**src/rtl/grid_stat_pkg.sv**
```systemverilog
// Shared types and bin-word layout helpers for the grid statistics blocks.
// A bin word is {gray_sum, count, dist_sum}, with dist_sum in the LSBs.
package grid_stat_pkg;

  // Layout at the default widths (SUM_W=24, CNT_W=8, GRAY_W=16)
  localparam int SUM_LSB  = 0;
  localparam int SUM_MSB  = 23;
  localparam int CNT_LSB  = 24;
  localparam int CNT_MSB  = 31;
  localparam int GRAY_LSB = 32;
  localparam int GRAY_MSB = 47;

  typedef struct packed {
    logic [15:0] gray_sum;
    logic [7:0]  count;
    logic [23:0] dist_sum;
  } bin_word_t;

  typedef enum logic [2:0] {
    ST_IDLE,
    ST_SCAN,
    ST_MERGE,
    ST_DIVIDE,
    ST_CORRECT,
    ST_EMIT,
    ST_CLEAR
  } state_t;

  function automatic int cnt_lsb(input int sum_w);
    return sum_w;
  endfunction

  function automatic int gray_lsb(input int sum_w, input int cnt_w);
    return sum_w + cnt_w;
  endfunction

  function automatic int max_int(input int a, input int b);
    return (a > b) ? a : b;
  endfunction

endpackage

```
**src/rtl/grid_seq_divider.sv**
```systemverilog
// Restoring divider: one quotient bit per cycle, NUM_W cycles after start.
// done pulses for one cycle; quotient holds until the next start.
module grid_seq_divider
  import grid_stat_pkg::*;
#(
  parameter int NUM_W = 25,
  parameter int DEN_W = 9
) (
  input  logic             clk,
  input  logic             rst_n,
  input  logic             start,
  input  logic [NUM_W-1:0] num,
  input  logic [DEN_W-1:0] den,
  output logic             busy,
  output logic             done,
  output logic [NUM_W-1:0] quotient
);

  localparam int CB = $clog2(NUM_W + 1);

  logic [DEN_W-1:0] rem;
  logic [DEN_W-1:0] den_r;
  logic [CB-1:0]    cnt;
  logic [DEN_W:0]   trial;
  logic [DEN_W:0]   diff;
  logic             qbit;
  logic [DEN_W-1:0] rem_nxt;

  always_comb begin
    trial   = {rem, quotient[NUM_W-1]};
    diff    = trial - {1'b0, den_r};
    qbit    = (trial >= {1'b0, den_r});
    rem_nxt = qbit ? diff[DEN_W-1:0] : trial[DEN_W-1:0];
  end

  always_ff @(posedge clk or negedge rst_n) begin
    if (!rst_n) begin
      rem      <= '0;
      den_r    <= '0;
      cnt      <= '0;
      busy     <= 1'b0;
      done     <= 1'b0;
      quotient <= '0;
    end else begin
      done <= 1'b0;
      if (start) begin
        quotient <= num;
        den_r    <= den;
        rem      <= '0;
        cnt      <= CB'(NUM_W);
        busy     <= 1'b1;
      end else if (busy) begin
        rem      <= rem_nxt;
        quotient <= {quotient[NUM_W-2:0], qbit};
        cnt      <= cnt - 1'b1;
        if (cnt == CB'(1)) begin
          busy <= 1'b0;
          done <= 1'b1;
        end
      end
    end
  end

endmodule

```
**src/rtl/grid_peak_estimator.sv**
```systemverilog
// Scans one histogram bank, merges the peak bin with its best neighbour,
// divides out average distance/gray, then clears the bank.
module grid_peak_estimator
  import grid_stat_pkg::*;
#(
  parameter int NUM_BINS    = 81,
  parameter int ADDR_W      = 8,
  parameter int CNT_W       = 8,
  parameter int SUM_W       = 24,
  parameter int GRAY_W      = 16,
  parameter int RD_LAT      = 2,
  parameter int NEIGH_SHIFT = 4,
  parameter int MIN_PEAK    = 20,
  parameter int CORR_OFFSET = 18,
  parameter int OUT_W       = 16
) (
  input  logic                          clk,
  input  logic                          rst_n,
  input  logic                          enable,
  input  logic                          bank_sel,
  input  logic [CNT_W-1:0]              valid_num_threshold,
  input  logic [7:0]                    corr_pulse_width,
  output logic                          ram_bank,
  output logic                          ram_rden,
  output logic                          ram_wren,
  output logic [ADDR_W-1:0]             ram_addr,
  output logic [GRAY_W+CNT_W+SUM_W-1:0] ram_wrdata,
  input  logic [GRAY_W+CNT_W+SUM_W-1:0] ram_rddata,
  output logic                          busy,
  output logic                          overrun,
  output logic                          target_valid,
  output logic                          target_hit,
  output logic [OUT_W-1:0]              target_pos,
  output logic [OUT_W-1:0]              target_gray,
  output logic [CNT_W:0]                target_count
);

  localparam int WORD_W     = GRAY_W + CNT_W + SUM_W;
  localparam int P_CNT_LSB  = cnt_lsb(SUM_W);
  localparam int P_GRAY_LSB = gray_lsb(SUM_W, CNT_W);
  localparam int DIV_W      = max_int(SUM_W, GRAY_W) + 1;
  localparam int DEN_W      = CNT_W + 1;
  localparam int CB         = $clog2(NUM_BINS + RD_LAT + 1);
  localparam int CW         = GRAY_W + CNT_W + 16;
  localparam int XW         = DIV_W + OUT_W;
  localparam int OW1        = OUT_W + 1;
  localparam logic [ADDR_W-1:0] LAST_BIN = ADDR_W'(NUM_BINS - 1);

  state_t state, state_nxt;
  logic [CB-1:0] cnt;
  logic          bs_q, edge_r;

  logic [RD_LAT-1:0] vld_pipe;
  logic [ADDR_W-1:0] idx_pipe [RD_LAT];
  logic              rd_v;
  logic [ADDR_W-1:0] rd_i;
  logic [CNT_W-1:0]  rd_cnt;
  logic              upd;

  logic [WORD_W-1:0] prev_word, peak_word, before_word, after_word;
  logic              want_after;
  logic [ADDR_W-1:0] peak_bin;

  logic [CNT_W-1:0]  pk_cnt, bf_cnt, af_cnt, m_thr;
  logic [SUM_W-1:0]  pk_dist, bf_dist, af_dist;
  logic [GRAY_W-1:0] pk_gray, bf_gray, af_gray;
  logic              b_ok, a_ok, take_after, take_before, hit_c;
  logic [DEN_W-1:0]  den_c, m_den;
  logic [SUM_W:0]    dist_c;
  logic [GRAY_W:0]   gray_c, m_gray;

  logic             div_start, dist_busy, gray_busy, dist_done, gray_done;
  logic [DIV_W-1:0] dist_q, gray_q;

  logic [7:0]       lo_k;
  logic [8:0]       hi_k;
  logic [CW-1:0]    lo_p, hi_p, g10;
  logic             corr_ok;
  logic [OUT_W-1:0] pos_sat, gray_sat, pos_corr;
  logic [OW1-1:0]   pos_sum;

  function automatic logic [OUT_W-1:0] sat_q(input logic [DIV_W-1:0] q);
    logic [XW-1:0] wide, lim;
    wide = XW'(q);
    lim  = XW'({OUT_W{1'b1}});
    return (wide > lim) ? '1 : wide[OUT_W-1:0];
  endfunction

  assign ram_wrdata = '0;
  assign busy       = (state != ST_IDLE);

  // FSM
  always_ff @(posedge clk or negedge rst_n) begin
    if (!rst_n) state <= ST_IDLE;
    else        state <= state_nxt;
  end

  always_comb begin
    state_nxt = state;
    ram_rden  = 1'b0;
    ram_wren  = 1'b0;
    unique case (state)
      ST_IDLE:    if (edge_r && enable) state_nxt = ST_SCAN;
      ST_SCAN: begin
        ram_rden = (cnt < CB'(NUM_BINS));
        if (cnt == CB'(NUM_BINS + RD_LAT - 1)) state_nxt = ST_MERGE;
      end
      ST_MERGE:   state_nxt = hit_c ? ST_DIVIDE : ST_EMIT;
      ST_DIVIDE:  if (dist_done && gray_done) state_nxt = ST_CORRECT;
      ST_CORRECT: state_nxt = ST_EMIT;
      ST_EMIT:    state_nxt = ST_CLEAR;
      ST_CLEAR: begin
        ram_wren = 1'b1;
        if (cnt == CB'(NUM_BINS - 1)) state_nxt = ST_IDLE;
      end
      default:    state_nxt = ST_IDLE;
    endcase
  end

  // Step counter, bank_sel edge detect, RAM address/bank
  always_ff @(posedge clk or negedge rst_n) begin
    if (!rst_n) begin
      cnt      <= '0;
      bs_q     <= 1'b0;
      edge_r   <= 1'b0;
      overrun  <= 1'b0;
      ram_bank <= 1'b0;
      ram_addr <= '0;
    end else begin
      bs_q    <= bank_sel;
      edge_r  <= bank_sel ^ bs_q;
      overrun <= edge_r && (state != ST_IDLE);
      cnt     <= (state_nxt != state) ? '0 : cnt + 1'b1;
      if (state == ST_IDLE && state_nxt == ST_SCAN) ram_bank <= bs_q;
      if ((state_nxt == ST_SCAN && state != ST_SCAN) ||
          (state_nxt == ST_CLEAR && state != ST_CLEAR))
        ram_addr <= '0;
      else if ((state == ST_SCAN || state == ST_CLEAR) && cnt < CB'(NUM_BINS - 1))
        ram_addr <= ram_addr + 1'b1;
    end
  end

  // Read-data tag pipeline matching the RAM latency
  always_ff @(posedge clk or negedge rst_n) begin
    if (!rst_n) begin
      vld_pipe <= '0;
      for (int unsigned i = 0; i < RD_LAT; i++) idx_pipe[i] <= '0;
    end else begin
      vld_pipe[0] <= ram_rden;
      idx_pipe[0] <= ram_addr;
      for (int unsigned i = 1; i < RD_LAT; i++) begin
        vld_pipe[i] <= vld_pipe[i-1];
        idx_pipe[i] <= idx_pipe[i-1];
      end
    end
  end

  assign rd_v   = vld_pipe[RD_LAT-1];
  assign rd_i   = idx_pipe[RD_LAT-1];
  assign rd_cnt = ram_rddata[P_CNT_LSB +: CNT_W];
  assign upd    = rd_v && (rd_cnt > pk_cnt) &&
                  ((rd_i != LAST_BIN) || (pk_cnt < valid_num_threshold));

  // Sliding window: prev_word is bin i-1; the word following a peak becomes
  // after, unless that word itself becomes the new peak.
  always_ff @(posedge clk or negedge rst_n) begin
    if (!rst_n) begin
      prev_word   <= '0;
      peak_word   <= '0;
      before_word <= '0;
      after_word  <= '0;
      want_after  <= 1'b0;
      peak_bin    <= '0;
    end else if (state == ST_CLEAR && state_nxt == ST_IDLE) begin
      prev_word   <= '0;
      peak_word   <= '0;
      before_word <= '0;
      after_word  <= '0;
      want_after  <= 1'b0;
      peak_bin    <= '0;
    end else if (rd_v) begin
      prev_word <= ram_rddata;
      if (want_after) begin
        after_word <= ram_rddata;
        want_after <= 1'b0;
      end
      if (upd) begin
        peak_word   <= ram_rddata;
        peak_bin    <= rd_i;
        before_word <= prev_word;
        after_word  <= '0;
        want_after  <= (rd_i != LAST_BIN);
      end
    end
  end

  assign pk_cnt  = peak_word[P_CNT_LSB +: CNT_W];
  assign pk_dist = peak_word[0 +: SUM_W];
  assign pk_gray = peak_word[P_GRAY_LSB +: GRAY_W];
  assign bf_cnt  = before_word[P_CNT_LSB +: CNT_W];
  assign bf_dist = before_word[0 +: SUM_W];
  assign bf_gray = before_word[P_GRAY_LSB +: GRAY_W];
  assign af_cnt  = after_word[P_CNT_LSB +: CNT_W];
  assign af_dist = after_word[0 +: SUM_W];
  assign af_gray = after_word[P_GRAY_LSB +: GRAY_W];

  assign hit_c = (peak_bin != '0) && (pk_cnt >= CNT_W'(MIN_PEAK));

  always_comb begin
    m_thr       = pk_cnt >> NEIGH_SHIFT;
    b_ok        = (bf_cnt > m_thr);
    a_ok        = (af_cnt > m_thr);
    take_after  = a_ok && (!b_ok || af_cnt >= bf_cnt);
    take_before = b_ok && !take_after;
    den_c       = {1'b0, pk_cnt};
    dist_c      = {1'b0, pk_dist};
    gray_c      = {1'b0, pk_gray};
    if (take_after) begin
      den_c  = den_c + {1'b0, af_cnt};
      dist_c = dist_c + {1'b0, af_dist};
      gray_c = gray_c + {1'b0, af_gray};
    end else if (take_before) begin
      den_c  = den_c + {1'b0, bf_cnt};
      dist_c = dist_c + {1'b0, bf_dist};
      gray_c = gray_c + {1'b0, bf_gray};
    end
  end

  always_ff @(posedge clk or negedge rst_n) begin
    if (!rst_n) begin
      m_den  <= '0;
      m_gray <= '0;
    end else if (state == ST_MERGE) begin
      m_den  <= den_c;
      m_gray <= gray_c;
    end
  end

  assign div_start = (state == ST_MERGE) && hit_c && !dist_busy && !gray_busy;

  grid_seq_divider #(.NUM_W(DIV_W), .DEN_W(DEN_W)) u_div_dist (
    .clk      (clk),
    .rst_n    (rst_n),
    .start    (div_start),
    .num      (DIV_W'(dist_c)),
    .den      (den_c),
    .busy     (dist_busy),
    .done     (dist_done),
    .quotient (dist_q)
  );

  grid_seq_divider #(.NUM_W(DIV_W), .DEN_W(DEN_W)) u_div_gray (
    .clk      (clk),
    .rst_n    (rst_n),
    .start    (div_start),
    .num      (DIV_W'(gray_c)),
    .den      (den_c),
    .busy     (gray_busy),
    .done     (gray_done),
    .quotient (gray_q)
  );

  // Correction window compared in the x10 gray domain to avoid a divide
  assign lo_k    = (corr_pulse_width < 8'd3) ? 8'd0 : corr_pulse_width - 8'd3;
  assign hi_k    = {1'b0, corr_pulse_width} + 9'd3;
  assign lo_p    = CW'(lo_k) * CW'(m_den);
  assign hi_p    = CW'(hi_k) * CW'(m_den);
  assign g10     = CW'(m_gray) * CW'(10);
  assign corr_ok = (lo_p <= g10) && (g10 < hi_p);

  assign pos_sat  = sat_q(dist_q);
  assign gray_sat = sat_q(gray_q);
  assign pos_sum  = {1'b0, pos_sat} + OW1'(CORR_OFFSET);
  assign pos_corr = pos_sum[OUT_W] ? '1 : pos_sum[OUT_W-1:0];

  // Results are registered on entry to EMIT so they line up with target_valid
  always_ff @(posedge clk or negedge rst_n) begin
    if (!rst_n) begin
      target_valid <= 1'b0;
      target_hit   <= 1'b0;
      target_pos   <= '0;
      target_gray  <= '0;
      target_count <= '0;
    end else if (state == ST_MERGE && !hit_c) begin
      target_valid <= 1'b1;
      target_hit   <= 1'b0;
      target_pos   <= '0;
      target_gray  <= '0;
      target_count <= '0;
    end else if (state == ST_CORRECT) begin
      target_valid <= 1'b1;
      target_hit   <= 1'b1;
      target_pos   <= corr_ok ? pos_corr : pos_sat;
      target_gray  <= gray_sat;
      target_count <= m_den;
    end else begin
      target_valid <= 1'b0;
    end
  end

endmodule

```
**config.mk**
```make
export PLATFORM = sky130hd
export DESIGN_NAME = grid_peak_estimator
export DESIGN_NICKNAME = d
export VERILOG_FILES = /design/src/rtl/grid_stat_pkg.sv /design/src/rtl/grid_seq_divider.sv /design/src/rtl/grid_peak_estimator.sv
export SDC_FILE = /design/constraint.sdc
export NUM_CORES = 2
export LEC_CHECK = 0
export BUFFER_PORTS_ARGS = -buffer_cell sky130_fd_sc_hd__buf_4
export CAP_MARGIN = 20
export CORE_MARGIN = 5
export CORE_UTILIZATION = 55
export CTS_CLUSTER_SIZE = 25
export DETAILED_ROUTE_END_ITERATION = 12
export PLACE_DENSITY = 0.73
export SLEW_MARGIN = 0
export SYNTH_ARGS = -nofsm -noshare
export SYNTH_HDL_FRONTEND = slang
export SYNTH_SLANG_ARGS = --single-unit
```
**constraint.sdc**
```tcl
create_clock -name clk -period 8.2 [get_ports clk]
set_input_delay 0.82 -clock clk [delete_from_list [all_inputs] [get_ports clk]]
set_output_delay 0.82 -clock clk [all_outputs]
set_load 0.05 [all_outputs]
```
# Word level (Yosys, flattened, before mapping)
# Cells that the tools add are included.
# Widths: inputs -> output; s select.
# classes
n_addsub,15
multipliers,3
magnitude_cmp,15
eq_ne,16
mux,76
n_bitwise,1
n_reduce_logical,40
# op_table
op,n
$mux 48,12
$mux 25,6
$mux 16,8
$mux 9,10
$add 24x24->25,2
$gt 25x16->1 const B,2
$mux 8,6
$add 16x16->17,2
$mux 17,2
$le 17x21->1,1
$lt 21x18->1,1
$mux 1,21
$pmux 3 s7,1
$ge 10x9->1,2
$mul 17x3->20 const B,1
$mux 5,4
$add 8x8->9,2
$logic_and 1x1->1,18
$mul 9x9->18,1
$sub 9x9->9,2
$add 16x5->17 const B,1
$mul 8x9->17,1
$gt 8x4->1,2
$mux 3,5
29 further kinds,53
# word_totals
regBits,401
input_bits,68
output_inout_bits,104
elab_cells,200

# Longest topological paths before layout
# logic_depth
word_depth,9
mapped_depth,35
depth_no_buf,33

# Hierarchy
# From an unflattened synthesis, not the netlist that was laid out.
# hier_totals
cells_unflattened,3507
hier_area_um2,30870.9
# by_module_without_submodules
module,instances,cells_per_inst,area_per_inst_um2,seq_area_each_um2
grid_peak_estimator,1,2937,25263.0,7757.4
grid_seq_divider,2,285,2803.9,1251.2

# Least setup slack after synthesis
# OpenSTA, ideal clock, no wires.
# synth_path
path_kind,input port to flip-flop
from,input port corr_pulse_width[3]
to,register target_pos[11]
arrival_ns,7.914
setup_slack_ns,0.164
stages,32
cell_sequence,clkbuf_1 -> or4_4 -> nand2b_1 -> a21oi_1 -> nor2b_1 -> fa_1 -> inv_1 -> fa_1 -> inv_1 -> fa_1 -> inv_1 -> fa_1 -> inv_1 -> ha_1 -> and3_1 -> o311a_1 -> nor3_1 -> o41ai_1 -> a21oi_1 -> xnor2_1 -> ha_1 -> a21oi_1 -> o21ai_0 -> or3_1 -> a211o_1 -> and4_4 -> o21ai_4 -> and3_1 -> buf_6 -> buf_12 -> nand3_2 -> a32o_1
# synth_via
elab_chain_cells,8
elab_cells_between_ends,12
cone_classes,add/sub: 2; mul: 2; order compare: 3; mux: 4; reduce/logical: 1
# synth_lines
item,line_no,source
start: declaration,grid_peak_estimator.sv:22,"input logic [7:0] corr_pulse_width,"
$sub 8x2->8 or $lt 8x2->1 (tied branches),grid_peak_estimator.sv:264,assign lo_k = (corr_pulse_width < 8'd3) ? 8'd0 : corr_pulse_width - 8'd3;
$mux 8,grid_peak_estimator.sv:264,
$mul 8x9->17,grid_peak_estimator.sv:266,assign lo_p = CW'(lo_k) * CW'(m_den);
$le 17x21->1,grid_peak_estimator.sv:269,assign corr_ok = (lo_p <= g10) && (g10 < hi_p);
$logic_and 1x1->1 (*),grid_peak_estimator.sv:269,
$mux 16 (*),grid_peak_estimator.sv:293,target_pos <= corr_ok ? pos_corr : pos_sat;
$mux 16 (*),grid_peak_estimator.sv:290,end else if (state == ST_CORRECT) begin
$mux 16 (*),grid_peak_estimator.sv:284,end else if (state == ST_MERGE && !hit_c) begin
end signal: assignment,grid_peak_estimator.sv:293,
end: declaration,grid_peak_estimator.sv:33,"output logic [OUT_W-1:0] target_pos,"
# Mark *: on every way between the ends. The rest lies on a longest branch, timed or not. The select of a mux whose other input is x is not followed.
# A chain may end at the register's enable or synchronous reset.

# Worst setup path after layout
# layout_path
from,input port corr_pulse_width[6]
to,register target_pos[9]
# The elaborated chain is that of the path after synthesis.

==> flow_summary.toml <==
[die]
die_y_um = 245
pin_count = 172
die_w_um = 245
rows = 86
core_area_sq_um = 54800
start_util_pct = 55.2
die_area_sq_um = 59800

[cts]
cts_buffer_depth = 3
clock_latency_ns = 0.56
ctsHoldBuffers = 0
cts_tree = "yes"
cts_made_buffers = 42
clk_pin_slew_worst_paths_ns = 0.06
cts.sink_count = 401
cts-root-buf = "clkbuf_16"
ctsHtreeMaxLevel = 2

[power]
p_seq_share_pct = 27.7
power.density_nw_per_um2 = 317
switchingPower_mw = 4.84
swShare_pct = 45.6
clockPowerShare_pct = 18.3
total_leakage_power_nw = 16.8
p_total_mw = 10.6
p_int_mw = 5.77
combPwrFrac_pct = 54.0
ir_drop_uv = 296

[routing]
post_drt_wl_per_cell_um = 17.4
vias = 24600
drt-total-wl_um = 74400
ant_nets = 0
drt_first_pass_iters = 5
vias_per_cell = 5.76
drt_iter0_drc = 1647
drc_errors = 0

[setup_path]
required_ns = 8.63
critPathKind = "in2reg"
cp_slowest_cell = "fa_1"
worst_setup_path_end_kind = "flop"
r2r_end = "target_pos[9]$_DFFE_PN0P_"
setup.worst_path.start_class = "input port"
reg2reg_slack_ns = 0.86
cp_max_fo = 4
arrival_ns = 8.15
cpPeakStageDelay_ns = 0.55
rr_worst_depth = 28
r2r_start = "m_den[0]$_DFFE_PN0N_"

[synthesis]
synth_area_sq_um = 30200
synth_adder_area_share_pct = 18.8
yosys.area_share.simple_pct = 17.4
ys.flop_type = "dfrtp_1"
synthArstFlopShare_pct = 100
avgSynthCellArea_sq_um = 8.82
ys_seq_area_share_pct = 33.2
synth_xor_area_share_pct = 3.88
netlist_instances = 3430
ys_seq_elements = 401
synth_top_family_by_area = "adder cells"
synth_top_area_cell = "dfrtp_1"
netlist.area_leader.share_pct = 33.2
ys_types = 92
synth_edf_count = 0
yosysWarnings = 0
synth_mux_area_share_pct = 2.53
synth.area.top_cells = "dfrtp_1, ha_1, fa_1, nand2_1, a21oi_1"
synth-compound-area-share_pct = 17.8

[timing]
fin_crit_sh_pct = 94.2
rsz0062_at_grt = "false"
fin_crit_ns = 7.73
setup_viol = 0
setup_tns_ns = 0
max_slew_margin_pct = 34.7
slew_violations = 0
fin_skew_ns = 0.0273
hold_viol = 0
tightest_slew_ns = 0.979
fmax_ghz = 0.129

[global_routing]
busiest_layer = "met2"
met1_usage_pct = 34.5
grt_overflow = 0
grt_pass1_vias = 24000
grt_pass1_wl_um = 123000
grt.total_usage_pct = 24.6
grt_max_degree = 144
antenna_found_initial = 0
grt_use_met2_pct = 40.7
met3_usage_pct = 3.23

[placed_design]
post_dp_cell_area_sq_um = 32000
numPortBuffers = 123
gp_congestion = 0.904
hpwlAfterDp_um = 54500
dp_cells = 4196

[finish]
multi_input_area_sq_um = 18500
n_fill_cell = 4741
areaGrowthSynthToFinish_pct = 10.8
layout.area.seq_sq_um = 10000
final_layout_size_suffix_gt1_share_pct = 9.64
fin_nets = 4001
antennaDiodeCount = 0
post-route-cell-area_sq_um = 33500
layoutNonFillerInstCount = 4274
utilization_pct = 61.2

[job]
max_cap_viol_count = 0

[outcome]
status = "finished, final reports clean"

[worst_hold_path]
hold_path.class = "in2async"
## flip-flops by register name, indices dropped and copies added (netlist names), 9 cells and up
name	flops
after_word	48
before_word	48
m_den	9
m_gray	17
peak_word	48
prev_word	48
target_count	9
target_gray	16
target_pos	16
u_div_dist.den_r	9
u_div_dist.quotient	25
u_div_dist.rem	9
u_div_gray.quotient	25
u_div_gray.rem	9
## per-stage QoR
step	setup slack, ns	hold WS, ns
floorplan	0.164	0.331
finish	0.472	0.207
detailed placement	-0.227	0.335
global route	0.0123	0.223
global placement	-0.108	0.333
CTS	0.343	0.198
## layer usage
metal  vias to the layer above  part of all wire [%]
met4                         0                   2.1
met1                     12000                    45
met2                       568                    48
li1                      12000                     -
met3                       105                   5.2
met5                         -                     0
## what timing repair did
item,in CTS,in global routing
buffers inserted,0,0
gates resized for setup,0,6
endpoints found under the setup margin,0,16
## power by group through the flow
stage | Combinational [mW] | Sequential [mW] | Clock (mW)
after detailed placement | 5.59 | 2.96 | 0
after global placement | 5.52 | 2.95 | 0
after floorplan | 4.05 | 2.86 | 0
after CTS | 5.64 | 2.93 | 1.97
final | 5.73 | 2.94 | 1.94
after global routing | 6.35 | 3.00 | 2.06
## cell type report
| type | instances | area share (%) |
|---|---|---|
| repair buffers | 217 | 5.04 |
| multi-input cells | 2616 | 55.3 |
| clock buffers | 55 | 3.46 |
| inverters | 260 | 2.91 |
| flip-flops and latches | 401 | 30.0 |
| clock inverters | 21 | 0.717 |
| well taps | 704 | 2.63 |
## cell usage in the layout, fill, tap and decap left out, types with 48 or more instances in the layout
cell	n
fa_1	101
nor2_1	208
ha_1	294
xnor2_1	90
dfrtp_1	398
o21ai_0	189
inv_1	259
and2_1	67
mux2i_1	63
a21oi_1	254
a21o_1	53
a22o_1	57
nand3_1	49
buf_4	213
nor2b_1	65
conb_1	48
nand2_1	518
## cells by family (layout without fill, tap and decap cells)
group,count (synthesis),after routing
AOI/OAI and AO/OA,833,833
xor gates and xnor gates,134,134
adders and majority gates,395,395
buffers and inverters,460,553
DFF,401,401
muxes,75,75
other,1,48
and+or+nand+nor,1131,1131
## worst max path at each step
stage                        start                         end  slack (ns)  depth (start not counted)
5_1_grt        corr_pulse_width[6]   target_pos[9]$_DFFE_PN0P_        0.01                         33
3_5_place_dp   corr_pulse_width[6]   target_pos[9]$_DFFE_PN0P_       -0.23                         33
4_1_cts        corr_pulse_width[6]   target_pos[9]$_DFFE_PN0P_        0.34                         33
3_3_place_gp   corr_pulse_width[6]   target_pos[9]$_DFFE_PN0P_       -0.11                         33
2_1_floorplan  corr_pulse_width[3]  target_pos[11]$_DFFE_PN0P_        0.16                         32
6_report       corr_pulse_width[6]   target_pos[9]$_DFFE_PN0P_        0.47                         33
## critical path, delay by kind of cell
family / cells / cell delay [ns]
adder cells (fa/ha/maj): 6 / 2.73
buffers and inverters: 6 / 0.48
XOR/XNOR: 1 / 0.19
AO/OA/AOI/OAI: 9 / 1.61
AND/OR/NAND/NOR: 11 / 2.31
## synth_stat cells (all sizes together) (7+ instances only)
library cell  count
nand2           518
dfrtp           401
ha              294
inv             259
a21oi           256
nor2            209
o21ai           194
clkbuf          129
fa              101
xnor2            90
buf              71
and2             67
nor2b            65
mux2i            63
a22o             57
a21o             53
nand3            50
nor3             49
nand2b           45
o211ai           45
xor2             44
a211oi           26
and3             26
a31oi            24
or3              21
o31ai            20
o21bai           19
o221ai           17
nand4            16
o21a             16
nor4             14
nor3b            13
mux2             12
or2              11
a2111oi           9
a221oi            7
nand3b            7
o2111ai           7
o41ai             7
No activity file was read; power rests on OpenSTA's default activity.
